==> src/rtl/tpu_pkg.sv <==
// Shared types and widths for the systolic-array blocks.
package tpu_pkg;

  localparam int ACT_W  = 8;
  localparam int PSUM_W = 16;

  typedef logic signed [ACT_W-1:0]  weight_t;
  typedef logic signed [PSUM_W-1:0] psum_t;

  typedef enum logic [1:0] {
    IDLE   = 2'd0,
    FILL   = 2'd1,
    STREAM = 2'd2,
    DONE   = 2'd3
  } wl_state_e;

  // Sign-extend one weight to the psum width.
  function automatic psum_t sext(input weight_t w);
    return psum_t'(w);
  endfunction

endpackage

==> src/rtl/weight_row_buffer.sv <==
// N-entry weight tile buffer: one write port used while filling, one
// asynchronous read port used while streaming.
module weight_row_buffer
  import tpu_pkg::*;
#(
  parameter int N     = 4,
  parameter int M     = 4,
  parameter int IDX_W = 2
) (
  input  logic               clk,
  input  logic               we,
  input  logic [IDX_W-1:0]   wr_idx,
  input  logic [M*ACT_W-1:0] wr_data,
  input  logic [IDX_W-1:0]   rd_idx,
  output logic [M*ACT_W-1:0] rd_data
);

  logic [M*ACT_W-1:0] mem [N];

  // Row write on each accepted handshake.
  // NOTE: storage arrays carry no reset; every slot is written before it is read.
  always_ff @(posedge clk) begin
    if (we) mem[wr_idx] <= wr_data;
  end

  assign rd_data = mem[rd_idx];

endmodule

==> src/rtl/weight_loader.sv <==
// Weight-load sequencer: buffers one N x M weight tile, then streams it
// bottom row first down the psum chain so every PE row captures its own
// weights on the same edge.
// Optional feature: define WEIGHT_LOADER_CHECKSUM_EN to add the 16-bit
// wrap-around `checksum` output of the last completed tile.
module weight_loader
  import tpu_pkg::*;
#(
  parameter int N = 4,
  parameter int M = 4
) (
  input  logic                clk,
  input  logic                reset,
  input  logic                start,
  input  logic                w_valid,
  input  logic [M*ACT_W-1:0]  w_data,
  output logic                w_ready,
  output logic [M*PSUM_W-1:0] psum_inj,
  output logic                en_weight_pass,
  output logic [N-1:0]        en_weight_capture,
  output logic                busy,
  output logic                done
`ifdef WEIGHT_LOADER_CHECKSUM_EN
  ,
  output logic [15:0]         checksum
`endif
);

  localparam int            CW   = $clog2(N);
  localparam logic [CW-1:0] LAST = CW'(N - 1);

  wl_state_e          state, state_n;
  logic [CW-1:0]      cnt, cnt_n;
  logic               hs;
  logic [CW-1:0]      rd_idx;
  logic [M*ACT_W-1:0] rd_data;
  logic [M*ACT_W-1:0] row_src;

  logic                w_ready_n, pass_n, busy_n, done_n;
  logic [N-1:0]        capture_n;
  logic [M*PSUM_W-1:0] psum_n;

  // w_ready is high exactly in FILL, so this is the FILL handshake.
  assign hs = w_valid & w_ready;

  // The read index follows the next counter so psum_inj can be registered.
  assign rd_idx = LAST - cnt_n;

  // Entering STREAM, slot N-1 is written on the same edge; forward it.
  assign row_src = (state == FILL) ? w_data : rd_data;

  weight_row_buffer #(
    .N     (N),
    .M     (M),
    .IDX_W (CW)
  ) u_buf (
    .clk     (clk),
    .we      (hs),
    .wr_idx  (cnt),
    .wr_data (w_data),
    .rd_idx  (rd_idx),
    .rd_data (rd_data)
  );

  // State and row/stream counter register.
  // NOTE: sequential state uses non-blocking assignments so every register updates from pre-edge values.
  always_ff @(posedge clk or posedge reset) begin
    if (reset) begin
      state <= IDLE;
      cnt   <= '0;
    end else begin
      state <= state_n;
      cnt   <= cnt_n;
    end
  end

  // Next-state and counter logic.
  // NOTE: every combinational output gets a default first so no path infers a latch.
  always_comb begin
    state_n = state;
    cnt_n   = cnt;
    unique case (state)
      IDLE: begin
        if (start) begin
          state_n = FILL;
          cnt_n   = '0;
        end
      end
      FILL: begin
        if (hs) begin
          if (cnt == LAST) begin
            state_n = STREAM;
            cnt_n   = '0;
          end else begin
            cnt_n = cnt + 1'b1;
          end
        end
      end
      STREAM: begin
        if (cnt == LAST) begin
          state_n = DONE;
          cnt_n   = '0;
        end else begin
          cnt_n = cnt + 1'b1;
        end
      end
      DONE: begin
        state_n = IDLE;
        cnt_n   = '0;
      end
      default: begin
        state_n = IDLE;
        cnt_n   = '0;
      end
    endcase
  end

  // Next output values, decoded from the next state/counter.
  always_comb begin
    w_ready_n = (state_n == FILL);
    busy_n    = (state_n != IDLE);
    pass_n    = (state_n == STREAM);
    done_n    = (state_n == DONE);
    capture_n = (state_n == STREAM && cnt_n == LAST) ? '1 : '0;
    psum_n    = '0;
    if (state_n == STREAM) begin
      for (int c = 0; c < M; c++) begin
        psum_n[c*PSUM_W +: PSUM_W] = sext(row_src[c*ACT_W +: ACT_W]);
      end
    end
  end

  // Output registers.
  always_ff @(posedge clk or posedge reset) begin
    if (reset) begin
      w_ready           <= 1'b0;
      psum_inj          <= '0;
      en_weight_pass    <= 1'b0;
      en_weight_capture <= '0;
      busy              <= 1'b0;
      done              <= 1'b0;
    end else begin
      w_ready           <= w_ready_n;
      psum_inj          <= psum_n;
      en_weight_pass    <= pass_n;
      en_weight_capture <= capture_n;
      busy              <= busy_n;
      done              <= done_n;
    end
  end

`ifdef WEIGHT_LOADER_CHECKSUM_EN
  psum_t acc;
  psum_t row_sum;

  // Sum of the sign-extended weights in the incoming row.
  always_comb begin
    row_sum = '0;
    for (int c = 0; c < M; c++) begin
      row_sum = row_sum + sext(w_data[c*ACT_W +: ACT_W]);
    end
  end

  // Running tile sum; published only when a load reaches DONE.
  always_ff @(posedge clk or posedge reset) begin
    if (reset) begin
      acc      <= '0;
      checksum <= '0;
    end else begin
      if (state == IDLE && start) acc <= '0;
      else if (hs)                acc <= acc + row_sum;
      if (state == STREAM && state_n == DONE) checksum <= acc;
    end
  end
`endif

endmodule

==> config.mk <==
export PLATFORM = sky130hd
export DESIGN_NAME = weight_loader
export DESIGN_NICKNAME = d
export VERILOG_FILES = /design/src/rtl/tpu_pkg.sv /design/src/rtl/weight_row_buffer.sv /design/src/rtl/weight_loader.sv
export SDC_FILE = /design/constraint.sdc
export NUM_CORES = 1
export LEC_CHECK = 0
export ABC_AREA = 1
export CORE_MARGIN = 3
export CORE_UTILIZATION = 30
export CTS_BUF_LIST = sky130_fd_sc_hd__clkbuf_4 sky130_fd_sc_hd__clkbuf_8
export DETAILED_ROUTE_END_ITERATION = 16
export GPL_TIMING_DRIVEN = 1
export PLACE_DENSITY = 0.47
export REMOVE_ABC_BUFFERS = 1
export SYNTH_ARGS = -nofsm -noshare
export SYNTH_HDL_FRONTEND = slang
export SYNTH_SLANG_ARGS = --single-unit
==> constraint.sdc <==
create_clock -name clk -period 5.9 [get_ports clk]
set_clock_uncertainty 0.05 [all_clocks]
set_input_delay 1.18 -clock clk [delete_from_list [all_inputs] [get_ports clk]]
set_output_delay 1.18 -clock clk [all_outputs]
set_load 0.01 [all_outputs]
==> impl_results.md, run 1 <==
- Status: finished clean
- Layout area overhead: 22.0%
- DRC: 0
- Clk sink count: about 170
- CP Max Fanout: 33
- Max Root-Sink Buffers: 2
- # H-tree levels: 4
- Die footprint: approximately 0.025 mm^2
- Clock Pin Slew Worst Setup and Hold Paths: 0.08 ns
- Initial antenna violation count: 0
- Initial core utilization: between 30% and 40%
- Total GRT Usage: a little over an eighth
- Final net count: between 600 and 700
- Vias in the first global route: 4582
- Core region area: between 0.02 and 0.025 mm^2
- CP startpoint: w_valid
- Combinational fraction of design power: ~37%
- Skew-Pair Late Insertion Delay: 0.44 ns
- CTS tree: done
- Max_slew headroom: 24.4%
- Sequential share of the synthesized area: 69.6%
- Synth Register Bits: roughly 170
- R2R Path Start: state[0]
- Synth warn: 0
- Hpwl dp: around 8.7 mm
- Mapped Avg Cell Area: about 12 um^2
- I/O pins: 108
- First-pass GRT wire length: about 26 mm
- Sw power: 1520 uW
- Post-Syn Instances: between 500 and 600
- Setup bufs post-CTS: 0
- Pre-antenna DRT Iters: 4
- Synth Flop Type: edfxtp_1
- Startpoint Class: input port
- Netlist cell types: 22
- Total wire length: roughly 17 mm
- P_leak: 0.00323 uW
- Die width: between 150 and 200 um
- Synthesized area: about 0.0070 mm^2
- Via-per-instance ratio: about 4.7
- Pint: approximately 2500 uW
- Worst Hold Class: flop to flop
- Most common library cells after synthesis: nand3_1 (131), edfxtp_1 (128), nand2_1 (106)
- Die Span Y: 159 um
- CP Capture Type: flop
- Crit path time final: about 3.5 ns
- Pwr Total: about 4000 uW
- Total gr overflow: 0
- CTS Buf Count: 17
- Peak supply drop: 0.343 mV
- Period utilization: approximately three fifths
- Unrepaired setup endpoints after global routing: no
- Max Freq: between 200 and 300 MHz
- # hold bufs at CTS: 0
- Root Driver: clkbuf_8
- Largest net degree at the start of global routing: 66
- Final Hold Vio Count: 0
- Main area contributors after synthesis: edfxtp_1 (55%), dfrtp_1 (15%), nand3_1 (9.4%)
- Max-capacitance violation count: 0
- Remaining antenna violation count after routing: 0
- Row count: 55
- Ratio of cells with drive above 1 in the final layout: roughly 8.3%
- Flop pwr share: 38.0%
- Port Buf Inserts: between 100 and 150
- Slew @ Worst Pin: around 1.1 ns
- Yosys top cell by area: edfxtp_1
- TNS Setup: 0 ns
- Post-CTS sizing: 0
- Async SR Flop Fraction: around 24%
- Crit path required time: 6.20 ns
- WL/cell: ~17 um
- Hold Startpoint: u_buf.mem[1][12]
- Power Density: ~470 mW/mm^2
- Count leader, synth: nand3_1
- Yosys top cell area share: between 50 and 60%
- Crit Path Class: input port to flop
- RePlAce Congestion: just over 0.7
- WP data arrival: ~3.8 ns
- Post-synth EDFFs: around 130
- Starting DRC count in detailed routing: about 260
- Switching Share: between 30% and 40%
- Ant. Diodes: 0
- Final Max Slew Viols: 0
- # setup viols final: 0
- Clock share of power: about a quarter
- Vias post-DR: roughly 4500
critical path, stage by stage:
cell	delay (ns)
clkdlybuf4s50_1	0.50
nand2_2	0.18
nor2_4	0.12
buf_4	0.46
o21ai_1	0.20
nor2_1	0.17
nand2_1	0.12
inv_2	0.50
o21ai_0	0.18
a21oi_1	0.22
cells in the final DEF (no fill, tap or decap), types with 2 or more instances in the layout:
cell type,instances
a21oi_1,31
buf_4,8
bufinv_16,7
clkbuf_8,17
clkdlybuf4s50_1,107
clkinv_1,3
clkinv_4,2
dfrtp_1,41
edfxtp_1,128
ha_1,4
inv_1,16
inv_2,6
nand2_1,105
nand2_2,4
nand3_1,131
nor2_1,6
nor2_4,4
o21ai_0,29
o21ai_1,4
path summary, 6_finish.rpt:
kind	slack [ns]	endpoint	depth (start not counted)
max	2.36	psum_inj[17]	10
min	0.57	psum_inj[20]	4
max reg2reg	3.00	psum_inj[17]	9
min reg2reg	0.57	psum_inj[20]	4
max in group asynchronous	3.91	state[0]	2
min in group asynchronous	1.24	psum_inj[15]	2
final cells by class:
class	instances	area [um^2]
Fill cell	2173	14200
Sequential cell	169	4870
Multi-Input combinational cell	324	1570
Timing Repair Buffer	115	1130
Tap cell	313	392
Clock inverter	14	251
Clock buffer	18	241
Inverter	22	82.6
registers in the layout, indices dropped and copies added, names as in the netlist:
| signal | cells |
|---|---|
| u_buf.mem | 128 |
| psum_inj | 32 |
| cnt | 2 |
| state | 2 |
| busy | 1 |
| done | 1 |
| en_weight_capture | 1 |
| en_weight_pass | 1 |
| w_ready | 1 |
metal layers:
metal  part of all wire [%]  up-vias  GRT usage, %  wire [um]
li1                       -     2138             -          -
met1                     45     2279          17.4       7480
met2                     50      114          23.5       8330
met3                    4.9       12          3.45        814
met4                   0.82        0          3.32        138
met5                      0        -             0          0
metrics by stage:
stage / hold WS (ns) / area (um^2) / utilization (%) / worst slack (ns) / instances
3_3_place_gp: 0.551 / 8040 / 35.3 / 1.95 / 943
2_1_floorplan: 0.518 / 6480 / - / 1.64 / 515
6_report: 0.570 / 8530 / 37.5 / 2.36 / 975
3_5_place_dp: 0.551 / 8040 / 35.3 / 1.88 / 943
4_1_cts: 0.573 / 8530 / 37.5 / 2.36 / 975
5_1_grt: 0.619 / 8530 / 37.5 / 2.13 / 975
cell families after synthesis:
group / share of synthesized area (%)
DFF: 69.6
AOI/OAI and AO/OA: 4.87
adders and majority gates: 0.716
and+or+nand+nor: 16.3
buffers and inverters: 8.52
power groups by stage:
stage	registers, uW	clock network, uW	logic (uW)
after floorplan	1570	0	901
after global placement	1550	0	1490
after detailed placement	1560	0	1520
after CTS	1530	1020	1520
after global routing	1540	1070	1690
final	1530	997	1490
Power figures use the tool's default switching activity.
==> run 2: changes to the inputs <==
==> constraint.sdc (replaced) <==
create_clock -name clk -period 3.61 [get_ports clk]
set_clock_uncertainty 0.05 [all_clocks]
set_input_delay 0.722 -clock clk [delete_from_list [all_inputs] [get_ports clk]]
set_output_delay 0.722 -clock clk [all_outputs]
set_load 0.01 [all_outputs]
==> impl_results.md, run 2 (synthesis results as in run 1) <==
- Status: finished clean
- R2R depth: 12 (+3)
- Slew @ Worst Pin: 0.984 ns (-0.149 ns)
- Pwr Total: 6260 uW (+56%)
- Root Driver: clkbuf_8
- WL/cell: 16.8 um (-2.2%)
- Worst Hold Class: flop to flop
- WHS: 0.569 ns (-0.00133 ns)
- Clk sink count: 169 (unchanged)
- Remaining antenna violation count after routing: 0 (unchanged)
- Starting DRC count in detailed routing: 271 (+6.3%)
- Max Freq: approximately 410 MHz
- Max Root-Sink Buffers: 2 (unchanged)
- Placed cells: 948 (+0.53%)
- Top reg by flops: u_buf.mem
- Core region area: 0.0228 mm^2 (unchanged)
- Commonest non-fill, non-tap cells in the layout: nand3_1 (131), edfxtp_1 (128), clkdlybuf4s50_1 (107), nand2_1 (105), dfrtp_1 (41)
- Initial core utilization: 30.7% (unchanged)
- Period utilization: roughly two thirds
- Vias in the first global route: 4463 (-2.6%)
- WHS Path Cells: 4 (unchanged)
- Largest net degree at the start of global routing: 67 (+1.5%)
- WP data arrival: 2.75 ns (-1.08 ns)
- Port Buf Inserts: 107 (unchanged)
- Power Density: 738 mW/mm^2 (+57%)
- Via-per-instance ratio: 4.61 (-1.1%)
- Layout area overhead: 21.2%
- CP Capture Type: flop
- I/O pins: 108 (unchanged)
- Fin util: 37.2% (-0.26 points)
- Final non-filler cell total: 980 (+0.51%)
- Skew-Pair Late Insertion Delay: 0.45 ns (about the same)
- Max_slew headroom: 34.3% (+9.9 points)
- Total gr overflow: 0 (unchanged)
- Final Max Slew Viols: 0 (unchanged)
- RePlAce Congestion: 0.735 (+3.1%)
- CTS tree: done
- Crit path time final: between 2 and 2.5 ns
- Row count: 55 (unchanged)
- Largest regs: u_buf.mem (128), psum_inj (32)
- Ant. Diodes: 0 (unchanged)
- Max-capacitance violation count: 0 (unchanged)
- Initial antenna violation count: 0 (unchanged)
- Hpwl dp: 8.90 mm (+1.8%)
- Pre-antenna DRT Iters: 4 (unchanged)
- Startpoint Class: input port
- First-pass GRT wire length: 25.3 mm (-2.0%)
- Most common cell after layout, fill and taps aside: nand3_1
- Die footprint: 0.0252 mm^2 (unchanged)
- # hold bufs at CTS: 0 (unchanged)
- Ratio of cells with drive above 1 in the final layout: 9.45% (+1.1 points)
- Total wire length: 16.5 mm (-1.7%)
- Final Hold Vio Count: 0 (unchanged)
- Max reg flops: 128 (unchanged)
- Unrepaired setup endpoints after global routing: no
- Vias post-DR: 4518 (-0.55%)
- Setup bufs post-CTS: 0 (unchanged)
- Placed cell area: 0.00810 mm^2 (+0.78%)
- CTS Buf Count: 17 (unchanged)
- Total GRT Usage: 13.4% (-0.24 points)
- Final net count: 694 (+0.73%)
- # setup viols final: 0 (unchanged)
- Clock Pin Slew Worst Setup and Hold Paths: 0.08 ns (about the same)
- Peak supply drop: 0.501 mV (+46%)
- CP Max Fanout: 21 (-36%)
- Final Instance Area: 0.00847 mm^2 (-0.69%)
- # H-tree levels: 4 (unchanged)
- Crit Path Class: input port to flop
- Post-CTS sizing: 0 (unchanged)
- DRC: 0 (unchanged)
- Die width: 159 um (unchanged)
- P_leak: 0.00321 uW (-0.53%)
- Crit path required time: 3.92 ns (-2.28 ns)
- Die Span Y: 159 um (unchanged)
==> run 2: layout make-up <==
cell class | instances | area [um^2]
clock inverter | 8 | 72.6
sequential | 169 | 4870
fill | 2189 | 14300
multi-input combinational | 324 | 1570
inverter | 22 | 82.6
clock buffer | 24 | 299
timing repair buffer | 120 | 1190
tap | 313 | 392
==> run 2: worst paths after layout <==
kind,startpoint,end,slack (ns)
worst min register to register,u_buf.mem[3][8],psum_inj[16],0.57
max in group asynchronous,reset,psum_inj[52],2.13
worst min-delay path,u_buf.mem[3][8],psum_inj[16],0.57
min in group asynchronous,reset,psum_inj[32],0.76
worst max-delay path,w_valid,psum_inj[53],1.17
worst max register to register,cnt[0],psum_inj[50],1.28
==> run 2: layer usage <==
metal	track usage, %	wire [um]
met1	17.4	7390
met2	22.3	8240
met3	3.37	695
met4	4.10	157
met5	0	0
==> run 2: stage by stage <==
| step | setup TNS [ns] | setup slack [ns] |
|---|---|---|
| finish | 0 | 1.17 |
| global route | 0 | 0.957 |
| CTS | 0 | 1.18 |
| detailed placement | 0 | 0.689 |
| global placement | 0 | 0.702 |
| floorplan | -6.09 | -0.191 |
==> run 2: power by group <==
group / switching, uW / leakage [uW] / internal, uW
sequential: 86.6 / 0.00173 / 2410
combinational: 1720 / 0.00129 / 780
clock: 646 / 0.000190 / 615
total: 2450 / 0.00321 / 3800
==> run 2: critical path, cell delays in order <==
cell and delay (ns):
clkdlybuf4s50_1 0.50, nand2_2 0.18, nor2_4 0.13, o21ai_1 0.10
nor2_1 0.12, nand2_1 0.11, inv_2 0.33, buf_4 0.28
o21ai_0 0.10, a21oi_1 0.15
==> run 3: changes to the inputs <==
--- a/config.mk
+++ b/config.mk
@@ -11,7 +11,7 @@
 export CTS_BUF_LIST = sky130_fd_sc_hd__clkbuf_4 sky130_fd_sc_hd__clkbuf_8
 export DETAILED_ROUTE_END_ITERATION = 16
 export GPL_TIMING_DRIVEN = 1
-export PLACE_DENSITY = 0.47
+export PLACE_DENSITY = 0.48
 export REMOVE_ABC_BUFFERS = 1
 export SYNTH_ARGS = -nofsm -noshare
 export SYNTH_HDL_FRONTEND = slang
==> constraint.sdc (replaced) <==
create_clock -name clk -period 2.1 [get_ports clk]
set_clock_uncertainty 0.05 [all_clocks]
set_input_delay 0.42 -clock clk [delete_from_list [all_inputs] [get_ports clk]]
set_output_delay 0.42 -clock clk [all_outputs]
set_load 0.01 [all_outputs]
==> impl_results.md, run 3 (synthesis results as in run 1) <==
- CP Capture Type: output port
- Ratio of cells with drive above 1 in the final layout: 12.8% (+3.3 points)
- Final Hold Vio Count: 0 (unchanged)
- Placed cell area: 0.00837 mm^2 (+3.3%)
- Clock share of power: 21.2% (+1.0 points)
- Vias in the first global route: 4527 (+1.4%)
- Clock Pin Slew Worst Setup and Hold Paths: 0.09 ns (about the same)
- Crit path buf inv count: 1 (-2)
- Crit path required time: 1.63 ns (-2.29 ns)
- Slowest cell on the critical path: clkdlybuf4s50_1
- Power Density: 1310 mW/mm^2 (+78%)
- Core region area: 0.0228 mm^2 (unchanged)
- WHS: 0.272 ns (-0.297 ns)
- Row count: 55 (unchanged)
- Final worst slack: 0.117 ns (-1.06 ns)
- # hold bufs at CTS: 0 (unchanged)
- Startpoint Class: flop
- Combinational fraction of design power: 41.8% (+1.8 points)
- Die footprint: 0.0252 mm^2 (unchanged)
- Initial core utilization: 30.7% (unchanged)
- Pre-antenna DRT Iters: 4 (unchanged)
- Remaining antenna violation count after routing: 0 (unchanged)
- Hpwl dp: 9.96 mm (+12%)
- Layout area overhead: 26.1%
- Crit path cell chain: clkdlybuf4s50_1
- Crit path max-delay family: buffers and inverters
- # setup viols final: 0 (unchanged)
- Via-per-instance ratio: 4.54 (-1.5%)
- Crit path time final: 1.98 ns
- Total gr overflow: 0 (unchanged)
- Max-capacitance violation count: 0 (unchanged)
- Largest regs: u_buf.mem (128), psum_inj (32)
- Worst Hold Class: input port to async pin
- Setup bufs post-CTS: 0 (unchanged)
- Fillers: 2139 (-2.3%)
- Most common cell after layout, fill and taps aside: nand3_1
- Pwr Total: 11600 uW (+85%)
- Max reg flops: 128 (unchanged)
- I/O pins: 108 (unchanged)
- P_leak: 0.00337 uW (+4.9%)
- CTS Buf Count: 17 (unchanged)
- Crit Path Class: flop to output port
- WL/cell: 16.7 um (-0.91%)
- Final Max Slew Viols: 0 (unchanged)
- Root Driver: clkbuf_8
- Switching Share: 38.5% (-0.69 points)
- Period utilization: between 90 and 100%
- First-pass GRT wire length: 25.7 mm (+1.8%)
- Sw power: 4460 uW (+82%)
- Crit path largest cell delay: 0.59 ns (+0.09 ns)
- DRC: 0 (unchanged)
- Total GRT Usage: 13.6% (+0.19 points)
- Commonest non-fill, non-tap cells in the layout: nand3_1 (131), edfxtp_1 (128), clkdlybuf4s50_1 (107), nand2_1 (105), dfrtp_1 (39)
- Pint: 7120 uW (+87%)
- Fin util: 38.7% (+1.5 points)
- Largest net degree at the start of global routing: 43 (-36%)
- Total wire length: 16.7 mm (+1.2%)
- Peak supply drop: 0.590 mV (+18%)
- Max Freq: between 500 and 600 MHz
- Final Instance Area: 0.00882 mm^2 (+4.0%)
- WP data arrival: 1.51 ns (-1.24 ns)
- Die width: 159 um (unchanged)
- Worst slack at placement: -0.178 ns (-0.867 ns)
- Top reg by flops: u_buf.mem
- CP Max Fanout: 9 (-57%)
- Final net count: 715 (+3.0%)
- Vias post-DR: 4544 (+0.58%)
- Clk sink count: 169 (unchanged)
- Status: finished clean
- Skew-Pair Late Insertion Delay: 0.45 ns (about the same)
- Flop pwr share: 36.9% (-3.0 points)
- Starting DRC count in detailed routing: 356 (+31%)
- Port Buf Inserts: 107 (unchanged)
- RePlAce Congestion: 0.773 (+5.1%)
- Max_slew headroom: 63.4% (+29 points)
- # H-tree levels: 4 (unchanged)
- Die Span Y: 159 um (unchanged)
- Initial antenna violation count: 1 (+1)
- CTS tree: done
- Slew @ Worst Pin: 0.550 ns (-0.434 ns)
- Max Root-Sink Buffers: 2 (unchanged)
- Ant. Diodes: 0 (unchanged)
-- run 3: layer usage --
layer	up-vias	GRT usage [%]	share of wire, %
met1	2212	18.5	46
met3	26	3.72	5.0
met4	2	4.38	1.3
met5	-	0	0.078
li1	2191	-	-
met2	113	21.3	47
-- run 3: area by class of cell --
| cell class | count | area [um^2] | area share (%) |
|---|---|---|---|
| flip-flops and latches | 169 | 4870 | 55.3 |
| multi-input cells | 324 | 1570 | 17.9 |
| repair buffers | 141 | 1470 | 16.6 |
| well taps | 313 | 392 | 4.44 |
| clock buffers | 19 | 255 | 2.90 |
| clock inverters | 13 | 170 | 1.93 |
| inverters | 22 | 85.1 | 0.965 |
-- run 3: path summary, 6_finish.rpt --
path / start / end / slack, ns / depth (start not counted)
max: psum_inj[15] / psum_inj[12] / 0.12 / 1
min: reset / psum_inj[18] / 0.27 / 3
max reg2reg: cnt[1] / psum_inj[4] / 0.15 / 11
min reg2reg: u_buf.mem[1][1] / psum_inj[1] / 0.57 / 4
max in group asynchronous: reset / psum_inj[31] / 1.49 / 3
min in group clk: u_buf.mem[1][1] / psum_inj[1] / 0.57 / 4
-- run 3: metrics by stage --
step | cells | TNS, ns
global route | 1001 | -0.0141
finish | 1001 | 0
global placement | 969 | -2.41
CTS | 1001 | 0
detailed placement | 969 | -2.87
floorplan | 515 | -87.30
-- run 3: repair_timing --
item | in CTS | in global routing
hold endpoints to repair | 0 | 0
setup endpoints to repair | 0 | 42
gates resized for setup | 0 | 7
-- run 3: power groups by stage --
stage / registers [uW] / clock network (uW) / logic, uW
6_report: 4280 / 2460 / 4850
5_1_grt: 4320 / 2670 / 5460
3_3_place_gp: 4340 / 0 / 4820
3_5_place_dp: 4350 / 0 / 4880
2_1_floorplan: 4410 / 0 / 2530
4_1_cts: 4280 / 2530 / 4900
